$ cat src/rtl/single_neuron_2_pkg.sv
// Shared types and constants for the single_neuron_2 compute block.
//   state_e    : control FSM state encoding (IDLE, MAC, DONE)
//   acc_width  : accumulator width that cannot overflow for N products
//   sat_limit  : largest positive result representable in the 2*WIDTH output
package single_neuron_2_pkg;

    typedef enum logic [1:0] {
        IDLE = 2'd0,
        MAC  = 2'd1,
        DONE = 2'd2
    } state_e;

    // 2*WIDTH bits per product plus clog2(N) growth bits for the sum.
    function automatic int unsigned acc_width(input int unsigned n, input int unsigned width);
        return 2 * width + $clog2(n);
    endfunction

    // Signed maximum of the 2*WIDTH result, so the output MSB stays 0.
    function automatic int unsigned sat_limit(input int unsigned width);
        return (32'd1 << (2 * width - 1)) - 32'd1;
    endfunction

    localparam int unsigned SAT_MAX_W8 = sat_limit(8);

endpackage

$ cat src/rtl/vector_select.sv
// Operand storage for one neuron: input and weight vectors, read by index.
//   idx_i : element index driven by the neuron FSM
//   in_o  : in_vec[idx_i], combinational
//   w_o   : w_vec[idx_i], combinational
// The arrays are preloaded by backdoor (file load / hierarchical write) and
// are neither reset nor written by any logic here.
module vector_select #(
    parameter int unsigned N     = 16,
    parameter int unsigned WIDTH = 8,
    parameter int unsigned IDX_W = 4
) (
    input  logic [IDX_W-1:0] idx_i,
    output logic [WIDTH-1:0] in_o,
    output logic [WIDTH-1:0] w_o
);

    logic [WIDTH-1:0] in_vec [0:N-1];
    logic [WIDTH-1:0] w_vec  [0:N-1];

    // Index never exceeds N-1; the FSM wraps it after the last element.
    assign in_o = in_vec[idx_i];
    assign w_o  = w_vec[idx_i];

endmodule

$ cat src/rtl/single_neuron_2.sv
// Single-neuron compute unit: on start, walks N stored input/weight pairs,
// accumulates the signed dot product, applies ReLU and positive saturation,
// and presents the result with a ready flag.
//   clk   : rising-edge clock
//   rst   : asynchronous active-low reset
//   start : level request, one computation per request while held
//   out   : 2*WIDTH-bit result, unsigned after ReLU (MSB always 0)
//   ready : high while out holds a valid result
module single_neuron_2
    import single_neuron_2_pkg::*;
#(
    parameter int unsigned N     = 16,
    parameter int unsigned WIDTH = 8
) (
    input  logic                 clk,
    input  logic                 rst,
    input  logic                 start,
    output logic [2*WIDTH-1:0]   out,
    output logic                 ready
);

    localparam int unsigned OUT_W = 2 * WIDTH;
    localparam int unsigned ACC_W = acc_width(N, WIDTH);
    localparam int unsigned IDX_W = (N > 1) ? $clog2(N) : 1;
    localparam int unsigned EXT_W = ACC_W - OUT_W;

    localparam logic [IDX_W-1:0]        LAST_IDX = IDX_W'(N - 1);
    localparam logic signed [ACC_W-1:0] SAT_MAX  = ACC_W'(sat_limit(WIDTH));

    state_e                    state_q, state_d;
    logic [IDX_W-1:0]          idx_q,   idx_d;
    logic signed [ACC_W-1:0]   acc_q,   acc_d;
    logic [OUT_W-1:0]          out_q,   out_d;
    logic                      ready_q, ready_d;

    logic [WIDTH-1:0]          in_sel;
    logic [WIDTH-1:0]          w_sel;
    logic signed [OUT_W-1:0]   in_ext;
    logic signed [OUT_W-1:0]   w_ext;
    logic signed [OUT_W-1:0]   prod_c;
    logic signed [ACC_W-1:0]   prod_ext;
    logic [OUT_W-1:0]          result_c;

    // Operand storage and index mux.
    vector_select #(
        .N     (N),
        .WIDTH (WIDTH),
        .IDX_W (IDX_W)
    ) sel (
        .idx_i (idx_q),
        .in_o  (in_sel),
        .w_o   (w_sel)
    );

    // Signed product; |a*b| <= 2^(2W-2), so 2*WIDTH bits hold it exactly.
    assign in_ext   = {{WIDTH{in_sel[WIDTH-1]}}, in_sel};
    assign w_ext    = {{WIDTH{w_sel[WIDTH-1]}}, w_sel};
    assign prod_c   = in_ext * w_ext;
    assign prod_ext = {{EXT_W{prod_c[OUT_W-1]}}, prod_c};

    // ReLU followed by clamp to the largest positive 2*WIDTH value.
    always_comb begin
        result_c = '0;
        if (acc_q[ACC_W-1]) begin
            result_c = '0;
        end else if (acc_q > SAT_MAX) begin
            result_c = SAT_MAX[OUT_W-1:0];
        end else begin
            result_c = acc_q[OUT_W-1:0];
        end
    end

    // Next-state and datapath update.
    always_comb begin
        state_d = state_q;
        idx_d   = idx_q;
        acc_d   = acc_q;
        out_d   = out_q;
        ready_d = ready_q;

        unique case (state_q)
            IDLE: begin
                if (start) begin
                    acc_d   = '0;
                    idx_d   = '0;
                    ready_d = 1'b0;
                    state_d = MAC;
                end
            end
            MAC: begin
                acc_d = acc_q + prod_ext;
                if (idx_q == LAST_IDX) begin
                    idx_d   = '0;
                    state_d = DONE;
                end else begin
                    idx_d = idx_q + IDX_W'(1);
                end
            end
            DONE: begin
                // acc is stable here, so re-latching while start is held is harmless.
                out_d   = result_c;
                ready_d = 1'b1;
                if (!start) begin
                    state_d = IDLE;
                end
            end
            default: begin
                state_d = IDLE;
            end
        endcase
    end

    // State and datapath registers.
    always_ff @(posedge clk or negedge rst) begin
        if (!rst) begin
            state_q <= IDLE;
            idx_q   <= '0;
            acc_q   <= '0;
            out_q   <= '0;
            ready_q <= 1'b0;
        end else begin
            state_q <= state_d;
            idx_q   <= idx_d;
            acc_q   <= acc_d;
            out_q   <= out_d;
            ready_q <= ready_d;
        end
    end

    assign out   = out_q;
    assign ready = ready_q;

endmodule

$ cat config.mk
export PLATFORM = sky130hd
export DESIGN_NAME = single_neuron_2
export DESIGN_NICKNAME = d
export VERILOG_FILES = /design/src/rtl/single_neuron_2_pkg.sv /design/src/rtl/vector_select.sv /design/src/rtl/single_neuron_2.sv
export SDC_FILE = /design/constraint.sdc
export NUM_CORES = 1
export LEC_CHECK = 0
export BUFFER_PORTS_ARGS = -buffer_cell sky130_fd_sc_hd__buf_4
export CAP_MARGIN = 5
export CORE_AREA = 2 2 39 41
export CTS_CLUSTER_DIAMETER = 150
export DETAILED_ROUTE_END_ITERATION = 12
export DIE_AREA = 0 0 41 43
export HOLD_SLACK_MARGIN = 0.03
export PLACE_DENSITY = 0.6
export SYNTH_ARGS = -nofsm -noshare
export SYNTH_HDL_FRONTEND = slang
export SYNTH_SLANG_ARGS = --single-unit
$ cat constraint.sdc
create_clock -name clk -period 1.35 [get_ports clk]
set_input_delay 0.27 -clock clk [delete_from_list [all_inputs] [get_ports clk]]
set_output_delay 0.27 -clock clk [all_outputs]
set_load 0.02 [all_outputs]
==> results of run 1 <==
## power groups by stage
stage	Sequential, W	Clock [W]	Combinational, W
global route	0.000376	0.000213	0.000319
finish	0.000363	0.000193	0.000287
detailed placement	0.000367	0	0.000284
CTS	0.000364	0.000200	0.000290
global placement	0.000364	0	0.000281
floorplan	0.000362	0	0.000254
## kinds of logic (layout without fill, tap and decap cells)
family / after synthesis / in the layout / share of synthesized area [%]
buffers and inverters: 17 / 9 / 28.5
and+or+nand+nor: 10 / 10 / 11.2
AOI/OAI and AO/OA: 8 / 8 / 11.5
DFF: 7 / 7 / 40.3
adders and majority gates: 1 / 1 / 2.88
other: 1 / 16 / 0.864
xor gates and xnor gates: 1 / 1 / 2.02
muxes: 1 / 1 / 2.59
## cell type report
type	instances	area [sq um]	area share, %
tap	16	20.0	4.46
inverter	1	3.75	0.836
clock buffer	4	26.3	5.85
multi-input combinational	37	191	42.6
timing repair buffer	4	32.5	7.24
sequential	7	175	39.0
## routing by layer
metal  vias up  global-route usage [%]  wire (um)
met1       125                    10.3        249
met4         0                    8.00         27
li1        132                       -          -
met3         3                    3.14         55
met5         -                       0          0
met2        19                    10.9        253
## worst min-delay path by stage
stage	start	end	slack [ns]	cells after the start
floorplan	rst	idx_q[0]	-0.03	0
global placement	rst	idx_q[3]	0.09	1
detailed placement	rst	idx_q[3]	0.09	1
CTS	start	state_q[1]	0.33	3
global route	start	state_q[0]	0.35	3
finish	start	state_q[1]	0.34	3
## worst reg2reg max path, cell delays in order (launching register included)
cell     delay (ns)
dfrtp_1        0.38
ha_1           0.19
mux2_2         0.34
a22o_1         0.17
## cell usage in the layout (no fill, tap or decap), types with 2 or more instances in the layout
master    instances
a22o_1            2
buf_4             3
clkbuf_4          3
conb_1           16
dfrtp_1           7
nand2_1           4
nand2b_1          2
nand3_1           2
o21ai_0           5
## metrics by stage
step	instance area [sq um]	power (W)	setup WS (ns)	utilization [%]
after global routing	449	0.000908	0.0978	32.5
after detailed placement	413	0.000651	0.171	29.8
after CTS	449	0.000854	0.168	32.5
final	449	0.000843	0.169	32.5
after floorplan	490	0.000615	0.212	-
after global placement	413	0.000645	0.190	29.8
## state kept, by name (all words and copies together), names as in the netlist
| register | count |
|---|---|
| idx_q | 4 |
| ready | 1 |
| state_q | 2 |
==> flow_metrics.tcl, run 1 <==
set metrics [dict create \
    grt_pass1_vias 244 \
    dp_cells 64 \
    synth_edf_count 0 \
    slowest_delay_ns 0.38 \
    rsz0062_at_grt "no" \
    reg2reg_to "idx_q[2]" \
    cts-buffers-inserted 3 \
    whs_ns 0.340 \
    r2r-start "idx_q[0]" \
    drive_gt1_share_pct 13.2 \
    port_buffers 3 \
    vdd_drop_max_v 0.000629 \
    firstDrtPassIters 4 \
    synth.avg_cell_area_sq_um 9.44 \
    drt-total-wl_um 584 \
    vias_per_cell 4.04 \
    cts_setup_buffers 0 \
    swShare_pct 36.1 \
    p_sw_w 0.000304 \
    synth_commonest_cells "16 x buf_4, 7 x dfrtp_1, 5 x o21ai_0" \
    rr_worst_depth 3 \
    reg2reg_slack_ns 0.17 \
    rows 14 \
    synth_top_area_cell "dfrtp_1" \
    finalClockSkew_ns 0.00494 \
    path_clk_slew_ns 0.05 \
    nNetsFinal 58 \
    cts_tree "yes" \
    p_clk_share_pct 22.9 \
    critPathKind "reg -> reg" \
    cp.required_ns 1.50 \
    clock_sinks 7 \
    synth_cells 46 \
    clock_latency_ns 0.26 \
    synth.most_common_cell "buf_4" \
    grt_max_degree 8 \
    final.setup.tns_ns 0 \
    die-area_sq_mm 0.00176 \
    die_w_um 41 \
    power.internal_w 0.000539 \
    synth_cell_types 15 \
    yosysSeqAreaShare_pct 40.3 \
    die_y_um 43 \
    crit_path_max_fanout 4 \
    globalplace.congestion 0.776 \
    power.leakage_nw 0.223 \
    cpMaxStageDelayCell "dfrtp_1" \
    syn_to_final_growth_pct 3.46 \
    coreArea_sq_mm 0.00138 \
    hold_class "in -> reg" \
    grt_first_pass_wirelength_um 938 \
    ys_warn_count 0 \
    clockRootBuffer "clkbuf_4" \
    cts_max_path_buffers 2 \
    synthesis.area_sq_um 434 \
    track_usage_pct 8.51 \
    antenna_found_initial 0 \
    period_share_pct 87.5 \
    hold_viol_final 0 \
    yosysTopAreaCellShare_pct 40.3 \
    htree_levels 1 \
    start_util_pct 31.4 \
    drc 0 \
    cp_num_buf_inv 0 \
    slew_violations 0 \
    ctsHoldBuffers 1 \
    vias 279 \
    startpoint_type "register" \
    crit_family "flip-flops" \
    path_depth 3 \
    setup_viol 0 \
    ys_top_cells_by_area "dfrtp_1 40%, buf_4 28%, o21ai_0 5.8%, a22o_1 4.0%, nand2_1 3.5%" \
    ys.flop_type "dfrtp_1" \
    worstSetupStartpoint "idx_q[0]" \
    ant_nets 0 \
    status "finished clean" \
    cp_data_arrival_time_ns 1.33 \
    cp_cell_sequence "ha_1 -> mux2_2 -> a22o_1" \
    wl_per_cell_um 8.46 \
    fin_crit_ns 1.18 \
    final_cells 69 \
    critPathCapture "idx_q[2]" \
    n_antenna_cell 0 \
    async_flop_share_pct 100 \
    io_pins 20 \
    maxCapViolCount 0 \
    powerDensity_mw_per_mm2 1880 \
    grt.overflow.total 0 \
    p_seq_share_pct 43.0 \
    critPathCaptureType "register" \
    fmax_ghz 0.847 \
    drt_iter0_drc 6 \
    place_hpwl_um 456 \
    fillCellCount 152 \
    cts_resized 0 \
    p_comb_share_pct 34.1 \
    synth-seq-cells 7 \
]
Note: power is estimated with default switching activity, not from simulation.
==> inputs of run 2 (changes only) <==
CORE_AREA = default   (was 2 2 39 41)
CORE_UTILIZATION = 62   (was default)
DIE_AREA = default   (was 0 0 41 43)
PLACE_DENSITY = 0.81   (was 0.6)
SYNTH_HIERARCHICAL = 1   (was default)
==> run 2 against run 1 <==
The run now ends with negative setup slack left. Final cell count grew to 11 times the previous value. Non-clock buffer count up 67. Synthesized cell count rose to 12 times the previous value. Flip-flop and latch count increased by 36. Maximum frequency down 66%. Register-to-register slack lost 2.2 ns. Sequential share of layout area down 23 points. Via count rose to 15 times the previous value. Area after synthesis increased to 13 times the previous value. First-iteration DRC count grew to 27 times the previous value. Die area grew to 5.2 times the previous value.
==> flow_metrics.tcl, run 2 <==
set metrics [dict create \
    vias 4060 \
    synth-seq-cells 43 \
    syn_to_final_growth_pct 23.9 \
    antenna_found_initial 0 \
    status "finished, violations left" \
    drc 0 \
    wl_met3_um 389 \
    grt_pass1_vias 4405 \
    hold_viol_final 0 \
    grt.overflow.total 0 \
    synth_cell_types 42 \
    dp_cells 711 \
    n_antenna_cell 0 \
    drive_gt1_share_pct 27.0 \
    top_layer "met4" \
    die-area_sq_mm 0.00916 \
    nNetsFinal 762 \
    ys_warn_count 6 \
    fillCellCount 476 \
    synth.avg_cell_area_sq_um 9.70 \
    startpoint_type "register" \
    hold_class "in -> reg" \
    htree_levels 2 \
    final_common_cell "fa_1" \
    worst_pin_slew_ns 0.545 \
    fin_crit_ns 3.43 \
    slew_headroom_pct 63.6 \
    place_hpwl_um 9550 \
    crit_path_max_fanout 2 \
    finalClockSkew_ns 0.00961 \
    ys.flop_type "dfrtp_1" \
    synth.mux.area_fraction_pct 0.598 \
    io_pins 20 \
    firstDrtPassIters 4 \
    fmax_ghz 0.292 \
    wl_per_cell_um 17.8 \
    grt_max_degree 44 \
    period_share_pct 254 \
    synth_commonest_cells "102 x inv_1, 88 x fa_1, 61 x nand2_1" \
    synth_top_family_by_area "adder cells" \
    rows 33 \
    slew_violations 0 \
    track_usage_pct 29.9 \
    cp.required_ns 1.54 \
    yosysSeqAreaShare_pct 19.8 \
    largest_register_ffs 20 \
    clock_sinks 43 \
    clock_latency_ns 0.30 \
    synth_top_area_cell "fa_1" \
    drt-total-wl_um 13000 \
    cts-buffers-inserted 5 \
    final.setup.tns_ns -29.52 \
    die_y_um 95.7 \
    globalplace.congestion 0.851 \
    die_w_um 95.7 \
    synth_cells 561 \
    violations "negative setup slack" \
    port_buffers 19 \
    coreArea_sq_mm 0.00834 \
    synth_fa_ha_area_share_pct 43.2 \
    start_util_pct 65.3 \
    wl_met1_um 5540 \
    regMostFlops "acc_q" \
    whs_ns 0.256 \
    synthesis.area_sq_mm 0.00544 \
    maxCapViolCount 0 \
    synth_edf_count 0 \
    setup_viol 33 \
    rsz0062_at_grt "yes" \
    synth-xor-area-share_pct 2.90 \
    cts_max_path_buffers 2 \
    final_cells 730 \
    grt_first_pass_wirelength_um 20700 \
    synth_compound_area_share_pct 10.6 \
    wl_met2_um 6820 \
    synth.most_common_cell "inv_1" \
    drt_iter0_drc 161 \
    async_flop_share_pct 100 \
    vias_per_cell 5.56 \
    mostFrequentLayoutCells "88 x fa_1, 87 x inv_1, 65 x buf_4" \
    synth-simple-area-share_pct 12.6 \
    cts_tree "yes" \
    setup_slack_ns -2.08 \
    critPathCaptureType "register" \
    ant_nets 0 \
    critPathKind "reg -> reg" \
    yosysTopAreaCellShare_pct 32.4 \
    ys_top_cells_by_area "fa_1 32%, dfrtp_1 20%, ha_1 11%, inv_1 7.0%, nand2_1 4.2%" \
    path_clk_slew_ns 0.08 \
    clockRootBuffer "clkbuf_8" \
    cp_data_arrival_time_ns 3.62 \
]
run 2: metrics by stage:
stage | util, % | cell area [sq um] | setup WS [ns]
after floorplan | - | 5830 | -1.97
after global placement | 74.7 | 6230 | -1.98
after detailed placement | 74.7 | 6230 | -2.02
after CTS | 79.4 | 6620 | -2.03
after global routing | 80.9 | 6740 | -2.22
final | 80.9 | 6740 | -2.08
run 2: timing repair:
action	4_1_cts	5_1_grt
hold buffers	1	0
gates resized for setup	57	25
hold endpoints to repair	43	0
buffers inserted	6	3
setup endpoints to repair	33	34
cloned	1	0
pin swaps	6	7
run 2: logic make-up after synthesis:
| group | count (synthesis) |
|---|---|
| AO/OA/AOI/OAI | 86 |
| XOR/XNOR | 18 |
| adder cells (fa/ha/maj) | 135 |
| buffers and inverters | 132 |
| flip-flops | 43 |
| multiplexers | 3 |
| other | 1 |
| AND/OR/NAND/NOR | 143 |
run 2: final timing paths:
check / from / end / slack (ns) / depth (start not counted)
setup reg to reg: acc_q[16] / acc_q[16] / -2.08 / 11
max in group asynchronous: rst / acc_q[13] / 0.49 / 2
min in group asynchronous: rst / out[15] / 0.49 / 2
hold / removal: start / state_q[1] / 0.26 / 3
hold reg to reg: out[15] / out[15] / 0.50 / 1
setup / recovery: acc_q[16] / acc_q[16] / -2.08 / 11
run 2: layout make-up:
class | count | area, sq um | area share [%]
Inverter | 102 | 383 | 5.68
Tap cell | 105 | 131 | 1.95
Clock inverter | 2 | 12.5 | 0.186
Multi-Input combinational cell | 401 | 4500 | 66.7
Sequential cell | 43 | 1080 | 16.0
Clock buffer | 6 | 72.6 | 1.08
Timing Repair Buffer | 71 | 572 | 8.48
run 2: layer usage:
layer  up-vias  global-route usage, %
met1      2079                   38.4
met3        30                   3.71
met2        97                   53.8
met4         0                   7.71
met5         -                      0
li1       1854                      -
run 2: worst max-delay path, cell delays in order, from the launching register on:
cell	delay [ns]
dfrtp_1	0.39
fa_1	0.46
fa_1	0.50
fa_1	0.49
fa_1	0.50
ha_4	0.25
ha_4	0.23
nor2b_1	0.15
a21oi_1	0.14
nor2_1	0.05
a21oi_1	0.10
o21ai_1	0.07
Power of run 2 is not shown: default switching activity piles up to over one toggle a cycle in this logic, so the estimate is an artifact.
==> inputs of run 3 (changes only) <==
SKIP_LAST_GASP = 1   (was default)
==> run 3 against run 2 <==
The flow still finishes with violations (negative setup slack). Register-to-register slack barely moved. Via count decreased by 1.9%. Non-clock buffer count is 1 higher. First-iteration DRC count down 8.1%. Core utilization decreased by 1.0 points. Wire length is 3.9% lower. Maximum frequency fell by 0.24%. Design area down 1.3%. Sequential share of layout area is 0.20 points higher. Die area is the same. Critical path type unchanged. Critical endpoint unchanged. Highest routed layer unchanged.
==> flow_metrics.tcl, run 3 (synthesized netlist as in run 2, its figures left out) <==
set metrics [dict create \
    status "finished, violations left" \
    violations "negative setup slack" \
    crit_family "adder cells" \
    grt.overflow.total 0 \
    period_share_pct 255 \
    cts_max_path_buffers 2 \
    vias 3984 \
    slowest_delay_ns 0.51 \
    rsz0062_at_grt "yes" \
    largest_register_ffs 20 \
    antenna_found_initial 0 \
    hold_class "in -> reg" \
    track_usage_pct 29.2 \
    hold_viol_final 0 \
    register_area_sq_mm 0.00108 \
    cp.required_ns 1.53 \
    drt-total-wl_um 12500 \
    clock_latency_ns 0.30 \
    drive_gt1_share_pct 24.0 \
    crit_top_cell "fa_1" \
    clock_sinks 43 \
    fillCellCount 509 \
    die_w_um 95.7 \
    fin_crit_ns 3.44 \
    whs_ns 0.262 \
    grt_pass1_vias 4325 \
    cts-buffers-inserted 5 \
    clockRootBuffer "clkbuf_8" \
    mostFrequentLayoutCells "92 x inv_1, 88 x fa_1, 66 x buf_4" \
    die-area_sq_mm 0.00916 \
    maxCapViolCount 0 \
    startpoint_type "register" \
    critPathKind "reg -> reg" \
    n_antenna_cell 0 \
    syn_to_final_growth_pct 22.3 \
    start_util_pct 65.3 \
    fmax_ghz 0.291 \
    grt_first_pass_wirelength_um 20400 \
    setup_viol 33 \
    vias_per_cell 5.45 \
    coreArea_sq_mm 0.00834 \
    worst_pin_slew_ns 0.543 \
    cp_num_buf_inv 0 \
    port_buffers 19 \
    wl_per_cell_um 17.1 \
    die_y_um 95.7 \
    setup_slack_ns -2.09 \
    cp_data_arrival_time_ns 3.62 \
    crit_path_max_fanout 2 \
    cts_tree "yes" \
    final_common_cell "inv_1" \
    firstDrtPassIters 4 \
    io_pins 20 \
    path_clk_slew_ns 0.08 \
    slew_headroom_pct 63.8 \
    critPathCaptureType "register" \
    multiInputGateArea_sq_mm 0.00440 \
    finalClockSkew_ns 0.0114 \
    drc 0 \
    globalplace.congestion 0.851 \
    drt_iter0_drc 148 \
    cpMaxStageDelayCell "fa_1" \
    slew_violations 0 \
    rows 33 \
    regMostFlops "acc_q" \
    place_hpwl_um 9550 \
    grt_max_degree 44 \
    cp_cell_sequence "fa_1 -> fa_1 -> fa_1 -> fa_1 -> ha_4 -> ha_4 -> nor2b_1 -> a21oi_1 -> nor2_1 -> a21oi_1 -> o21ai_1" \
    htree_levels 2 \
    ant_nets 0 \
    pre_cts_slack_ns -2.02 \
    nNetsFinal 763 \
]
==> run 3: metrics by stage <==
| stage | TNS (ns) | instances | instance area (sq um) | util (%) |
|---|---|---|---|---|
| after floorplan | -23.89 | 576 | 5830 | - |
| after global placement | -27.00 | 711 | 6230 | 74.7 |
| after detailed placement | -28.05 | 711 | 6230 | 74.7 |
| after CTS | -29.43 | 727 | 6570 | 78.8 |
| after global routing | -31.50 | 731 | 6660 | 79.8 |
| final | -29.47 | 731 | 6660 | 79.8 |
==> run 3: routing by layer <==
metal  global-route usage (%)  part of all wire (%)  vias to the layer above  wire, um
met4                     5.10                   1.8                        0       226
li1                         -                     -                     1863         -
met5                        0                     0                        -         0
met1                     38.0                    43                     2035      5380
met2                     53.2                    53                       63      6600
met3                     3.16                   2.5                       23       308
==> run 3: cell type report <==
cell class | count | share of cell area [%]
Clock buffer | 6 | 1.09
Clock inverter | 2 | 0.188
Inverter | 102 | 5.75
Multi-Input combinational cell | 401 | 66.1
Sequential cell | 43 | 16.2
Tap cell | 105 | 1.97
Timing Repair Buffer | 72 | 8.70
==> run 3: worst min-delay path: stages <==
cell and delay, ns:
buf_4 0.11, inv_1 0.06, o21ai_1 0.07
==> run 3: final timing paths <==
path	startpoint	to	slack [ns]	cells after the start
worst max-delay path	acc_q[16]	acc_q[16]	-2.09	11
worst min-delay path	start	state_q[1]	0.26	3
worst max register to register	acc_q[16]	acc_q[16]	-2.09	11
worst min register to register	out[8]	out[8]	0.49	2
max in group asynchronous	rst	acc_q[16]	0.48	2
min in group asynchronous	rst	out[10]	0.50	2
==> run 3: repair_timing <==
| action | in CTS | in global routing |
|---|---|---|
| resized for setup | 47 | 13 |
| buffers inserted | 6 | 4 |
| cloned | 1 | 0 |
| endpoints found under the hold margin | 43 | 0 |
| pin swaps | 6 | 10 |
| endpoints found under the setup margin | 33 | 34 |
| hold buffers | 1 | 0 |
Power of run 3 is left out for the same reason.
